**src/rtl/decode_stage.sv**
```systemverilog
// decode_stage: one-deep instruction decode register with an 8-entry pending
// scoreboard for read-after-write hazard stalls.
// Optional feature: define DECODE_WB_BYPASS_EN to let a same-cycle writeback
// satisfy a pending source (its data is taken from wb_data_i instead of the
// register file). Without the macro the source stalls until pending clears.
module decode_stage (
   input  logic        clk,
   input  logic        rst_n,
   input  logic        in_valid_i,
   output logic        in_ready_o,
   input  logic [15:0] instr_i,
   input  logic [15:0] pc_i,
   output logic [2:0]  rs1_addr_o,
   output logic [2:0]  rs2_addr_o,
   input  logic [15:0] rs1_data_i,
   input  logic [15:0] rs2_data_i,
   input  logic        wb_en_i,
   input  logic [2:0]  wb_addr_i,
   input  logic [15:0] wb_data_i,
   input  logic        flush_i,
   output logic        out_valid_o,
   input  logic        out_ready_i,
   output logic [3:0]  op_o,
   output logic [2:0]  funct_o,
   output logic [2:0]  rd_addr_o,
   output logic        regw_o,
   output logic [15:0] rs1_val_o,
   output logic [15:0] rs2_val_o,
   output logic [15:0] imm_o,
   output logic [15:0] pc_o,
   output logic        illegal_o
);

   // Raw instruction fields
   logic [3:0]  dec_op;
   logic [2:0]  dec_rd, dec_rs1, dec_rs2, dec_funct;
   logic        dec_reads1, dec_reads2, dec_writes, dec_illegal, dec_regw;
   logic [15:0] dec_imm;

   // Output register
   logic        out_valid_reg;
   logic [3:0]  op_reg;
   logic [2:0]  funct_reg, rd_reg;
   logic        regw_reg, illegal_reg;
   logic [15:0] rs1_val_reg, rs2_val_reg, imm_reg, pc_reg;

   // Scoreboard
   logic [7:0]  pending_reg, pending_next;
   logic [7:0]  pend_eff, wb_hit, set_vec, flush_clr;
   logic [15:0] op1_src, op2_src, rs1_val_next, rs2_val_next;
   logic        hazard, accept;

   assign dec_op    = instr_i[15:12];
   assign dec_rd    = instr_i[11:9];
   assign dec_rs1   = instr_i[8:6];
   assign dec_rs2   = instr_i[5:3];
   assign dec_funct = instr_i[2:0];

   assign rs1_addr_o = dec_rs1;
   assign rs2_addr_o = dec_rs2;

   // Opcode class: which sources are read, whether rd is written, immediate form
   always_comb begin
      dec_reads1  = 1'b0;
      dec_reads2  = 1'b0;
      dec_writes  = 1'b0;
      dec_illegal = 1'b0;
      dec_imm     = 16'd0;
      case (dec_op)
         4'd0: begin
            dec_reads1 = 1'b1;
            dec_reads2 = 1'b1;
            dec_writes = 1'b1;
         end
         4'd1, 4'd2: begin
            dec_reads1 = 1'b1;
            dec_writes = 1'b1;
            dec_imm    = {{10{instr_i[5]}}, instr_i[5:0]};
         end
         4'd3, 4'd4: begin
            dec_reads1 = 1'b1;
            dec_reads2 = 1'b1;
            dec_imm    = {{10{instr_i[5]}}, instr_i[5:0]};
         end
         4'd5: begin
            dec_writes = 1'b1;
            dec_imm    = {{7{instr_i[8]}}, instr_i[8:0]};
         end
         default: dec_illegal = 1'b1;
      endcase
   end

   assign dec_regw = dec_writes && (dec_rd != 3'd0);

   assign wb_hit = wb_en_i ? (8'd1 << wb_addr_i) : 8'd0;

`ifdef DECODE_WB_BYPASS_EN
   // A writeback landing this cycle resolves its register immediately
   assign pend_eff = pending_reg & ~wb_hit;
   assign op1_src  = (wb_en_i && (wb_addr_i == dec_rs1)) ? wb_data_i : rs1_data_i;
   assign op2_src  = (wb_en_i && (wb_addr_i == dec_rs2)) ? wb_data_i : rs2_data_i;
`else
   logic unused_wb_data;
   assign unused_wb_data = ^wb_data_i;
   assign pend_eff = pending_reg;
   assign op1_src  = rs1_data_i;
   assign op2_src  = rs2_data_i;
`endif

   // r0 reads as zero regardless of what the register file returns
   assign rs1_val_next = (dec_rs1 == 3'd0) ? 16'd0 : op1_src;
   assign rs2_val_next = (dec_rs2 == 3'd0) ? 16'd0 : op2_src;

   assign hazard = in_valid_i &&
                   ((dec_reads1 && (dec_rs1 != 3'd0) && pend_eff[dec_rs1]) ||
                    (dec_reads2 && (dec_rs2 != 3'd0) && pend_eff[dec_rs2]));

   assign in_ready_o = rst_n && (!out_valid_reg || out_ready_i) && !hazard && !flush_i;
   assign accept     = in_valid_i && in_ready_o;

   assign set_vec   = (accept && dec_regw) ? (8'd1 << dec_rd) : 8'd0;
   assign flush_clr = (flush_i && out_valid_reg && regw_reg) ? (8'd1 << rd_reg) : 8'd0;

   // Per-register scoreboard update: a new claim beats a same-cycle release
   genvar gi;
   generate
      for (gi = 0; gi < 8; gi++) begin : g_pend
         assign pending_next[gi] = (gi != 0) &&
                                   (set_vec[gi] || (pending_reg[gi] && !wb_hit[gi] && !flush_clr[gi]));
      end
   endgenerate

   // Output register and scoreboard state
   always_ff @(posedge clk) begin
      if (!rst_n) begin
         out_valid_reg <= 1'b0;
         op_reg        <= 4'd0;
         funct_reg     <= 3'd0;
         rd_reg        <= 3'd0;
         regw_reg      <= 1'b0;
         rs1_val_reg   <= 16'd0;
         rs2_val_reg   <= 16'd0;
         imm_reg       <= 16'd0;
         pc_reg        <= 16'd0;
         illegal_reg   <= 1'b0;
         pending_reg   <= 8'd0;
      end else begin
         pending_reg <= pending_next;
         if (flush_i) begin
            out_valid_reg <= 1'b0;
         end else if (accept) begin
            out_valid_reg <= 1'b1;
            op_reg        <= dec_op;
            funct_reg     <= dec_funct;
            rd_reg        <= dec_rd;
            regw_reg      <= dec_regw;
            rs1_val_reg   <= rs1_val_next;
            rs2_val_reg   <= rs2_val_next;
            imm_reg       <= dec_imm;
            pc_reg        <= pc_i;
            illegal_reg   <= dec_illegal;
         end else if (out_ready_i) begin
            out_valid_reg <= 1'b0;
         end
      end
   end

   assign out_valid_o = out_valid_reg;
   assign op_o        = op_reg;
   assign funct_o     = funct_reg;
   assign rd_addr_o   = rd_reg;
   assign regw_o      = regw_reg;
   assign rs1_val_o   = rs1_val_reg;
   assign rs2_val_o   = rs2_val_reg;
   assign imm_o       = imm_reg;
   assign pc_o        = pc_reg;
   assign illegal_o   = illegal_reg;

endmodule

```
**config.mk**
```make
export PLATFORM = sky130hd
export DESIGN_NAME = decode_stage
export DESIGN_NICKNAME = d
export VERILOG_FILES = /design/src/rtl/decode_stage.sv
export SDC_FILE = /design/constraint.sdc
export NUM_CORES = 1
export LEC_CHECK = 0
export CORE_MARGIN = 4
export CORE_UTILIZATION = 41
export DETAILED_ROUTE_END_ITERATION = 8
export GPL_TIMING_DRIVEN = 1
export PLACE_DENSITY_LB_ADDON = 0.3
export SYNTH_ARGS = -nofsm -noshare
export SYNTH_HDL_FRONTEND = slang
export SYNTH_SLANG_ARGS = --single-unit
```
**constraint.sdc**
```tcl
create_clock -name clk -period 2.29 [get_ports clk]
set_input_delay 0.3435 -clock clk [delete_from_list [all_inputs] [get_ports clk]]
set_output_delay 0.3435 -clock clk [all_outputs]
set_load 0.05 [all_outputs]
```
==> results of run 1 <==
-- worst max-delay path by stage --
stage,from,end,slack [ns],cells past startpoint
after global placement,instr_i[7],in_ready_o,-0.33,8
after detailed placement,instr_i[7],in_ready_o,-0.36,8
after floorplan,instr_i[7],in_ready_o,0.01,6
after CTS,instr_i[3],in_ready_o,0.01,7
after global routing,pend_eff[7],in_ready_o,-0.007,6
final,instr_i[7],in_ready_o,0.05,8
-- layout make-up --
class | count | area share
sequential | 77 | 0.278
multi-input combinational | 285 | 0.327
inverter | 2 | 0.00135
tap | 108 | 0.0242
clock buffer | 9 | 0.0222
clock inverter | 7 | 0.0144
timing repair buffer | 187 | 0.333
-- logic make-up (layout without fill, tap and decap cells) --
group,after synthesis,in the layout,share of synthesized area
mux,48,48,0.138
simple gates,175,175,0.226
compound gates,62,62,0.128
buf+inv,48,205,0.0816
flops,77,77,0.426
-- cell usage in the layout (no fill, tap or decap), drive strengths merged, types with 2 or more instances in the layout --
cell type / count
o22ai: 4
a21o: 3
nor3b: 4
nor2b: 6
o211ai: 2
buf: 39
dfxtp: 77
clkbuf: 9
inv: 6
clkdlybuf4s50: 143
o21a: 2
mux2: 3
o21ai: 29
o31a: 2
nand2b: 3
nand2: 111
a21oi: 7
dlygate4sd2: 5
mux2i: 44
nand4: 30
or2: 2
and2: 2
nand3: 4
o311ai: 3
nor2: 5
o2111ai: 3
nand3b: 3
-- routing by layer --
layer	GRT usage	share of wire	vias up
met2	0.344	0.47	122
li1	-	-	1729
met5	0	0	-
met1	0.245	0.42	1630
met4	0.0646	0.015	0
met3	0.0601	0.089	15
-- state kept, by name (all words and copies together) (netlist names) --
| signal | cells |
|---|---|
| imm_o | 9 |
| rs2_val_o | 16 |
| op_o | 4 |
| funct_o | 3 |
| out_valid_o | 1 |
| pc_o | 16 |
| illegal_o | 1 |
| rd_addr_o | 3 |
| pend_eff | 7 |
| regw_o | 1 |
| rs1_val_o | 16 |
-- where the power goes --
group	total, W	leakage, nW	switching [W]	internal (W)
registers	0.00142	0.628	0.0000316	0.00139
logic	0.000729	1.57	0.000414	0.000315
clock network	0.00106	0.103	0.000540	0.000521
total	0.00321	2.30	0.000986	0.00222
-- worst max-delay path, stage by stage --
cell           delay (ns)
dlygate4sd2_1        0.25
buf_4                0.16
nor2b_2              0.12
a221oi_2             0.06
or4_4                0.55
a21boi_4             0.19
nor3b_4              0.06
buf_12               0.15
-- metrics by stage --
| stage | total power (W) | util | TNS, ns |
|---|---|---|---|
| after global placement | 0.00217 | 0.618 | -16.49 |
| after detailed placement | 0.00218 | 0.618 | -20.39 |
| final | 0.00321 | 0.645 | 0 |
| after global routing | 0.00336 | 0.645 | -0.00701 |
| after CTS | 0.00326 | 0.643 | 0 |
| after floorplan | 0.00186 | - | 0 |
-- what timing repair did --
| item | in CTS | in global routing |
|---|---|---|
| pin swaps | 5 | 4 |
| setup buffers | 1 | 1 |
| gates resized for setup | 15 | 4 |
| endpoints found under the setup margin | 1 | 1 |
| endpoints found under the hold margin | 0 | 0 |
==> metrics.cfg, run 1 <==
[synthesis]
ys.flop_type = dfxtp_1
synth.largest_area_cell = dfxtp_1
synth_cells = 410
synth.top_cell.area_share = 0.426
synth_edf_count = 0
synth-warning-count = 0
synth_area_mm2 = 0.00362
syn_area_per_cell_um2 = 8.82
synth_area_leaders = dfxtp_1 (43%), mux2i_1 (12%), nand2_1 (12%), nand4_1 (5.2%), o21ai_2 (4.8%)
ys_ff_latch = 77
synthMostInstantiatedCell = nand2_1
synthTopCellsByCount = nand2_1 (111), dfxtp_1 (77), mux2i_1 (44)
ys_seq_area_frac = 0.426
ys_types = 43
synth.net_count = 499
ys_async_sr_fraction = 0

[layout]
nFillCells = 745
nets = 651
multi_input_area_mm2 = 0.00182
layout.area.seq_mm2 = 0.00155
syn_to_final_growth_pct = 54.1
antennaDiodeCount = 0
final_cells = 675
drive_gt1_frac = 0.166
fin_area_mm2 = 0.00557

[power_and_ir_drop]
powerDensity_mw_per_mm2 = 576
p_leak_nw = 2.30
ir_drop_mv = 0.381

[clock_network]
cts_inserted_buffers = 9
clkTransAtPathRegs_ns = 0.09
cts_tree = built
cts.sinks = 77
clk_latency_ns = 0.35
hold_buffers = 0
clockBufferDepth = 2
cts_root_buf = clkbuf_8
htreeDepth = 3

[placed_design]
place_hpwl_um = 7900
numPortBuffers = 156
place_area_mm2 = 0.00533
pre_cts_ws_ns = -0.360
gp_congestion = 0.871
place_inst = 658

[hold_path]
whs_endpoint = rd_addr_o[2]
hold_depth = 3
min-delay-start = rst_n
min_path_type = in2reg

[global_routing]
grt_max_degree = 46
antenna_found_initial = 0
grt_pass1_vias = 3503
grt_overflow = 0
track_usage = 0.202
grt_pass1_wl_um = 17000

[sta]
finClkSkew_ns = 0.00895
rsz0062_at_grt = yes
tightest_slew_ns = 0.601
max_slew_margin = 0.599
setup_slack_ns = 0.0547
setup_viol = 0
fin_hold_ws_ns = 0.444
finalMaxSlewViolations = 0
fin_crit_sh = 0.976
fmax_mhz = 447
hold_viol_final = 0
period_minus_slack_ns = 2.24

[routing]
firstDrtPassIters = 5
routed_wl_um = 10500
drcViolationCount = 0
viasPerCell = 5.18
route.detailed.wl_per_inst_um = 15.6
routed-via-count = 3496
drtIter0Drc = 104
ant_nets = 0

[worst_setup_path]
critPathKind = in2out
end_kind = primary output
rrSetupSlack_ns = 0.21
r2r_start = pend_eff[2]
cp.arrival_ns = 1.89
path_max_fanout = 5
start_kind = input port
r2r_end = rs2_val_o[3]
reg2reg_depth = 7
cp.required_ns = 1.95

[floorplanning]
die_w_um = 102
coreArea_mm2 = 0.00864
die_h_um = 102
row_count = 34
ios = 173
start_util = 0.419
dieArea_mm2 = 0.0104

[job]
cap_violations = 0

[run_status]
outcome = completed

(Power assumes the default switching activity.)
==> run 2: changes to the inputs <==
CAP_MARGIN = 10   (was not set)
GPL_TIMING_DRIVEN = not set   (was 1)
==> results of run 2 <==
Final layout, timing and power as in run 1 (identical DEF).
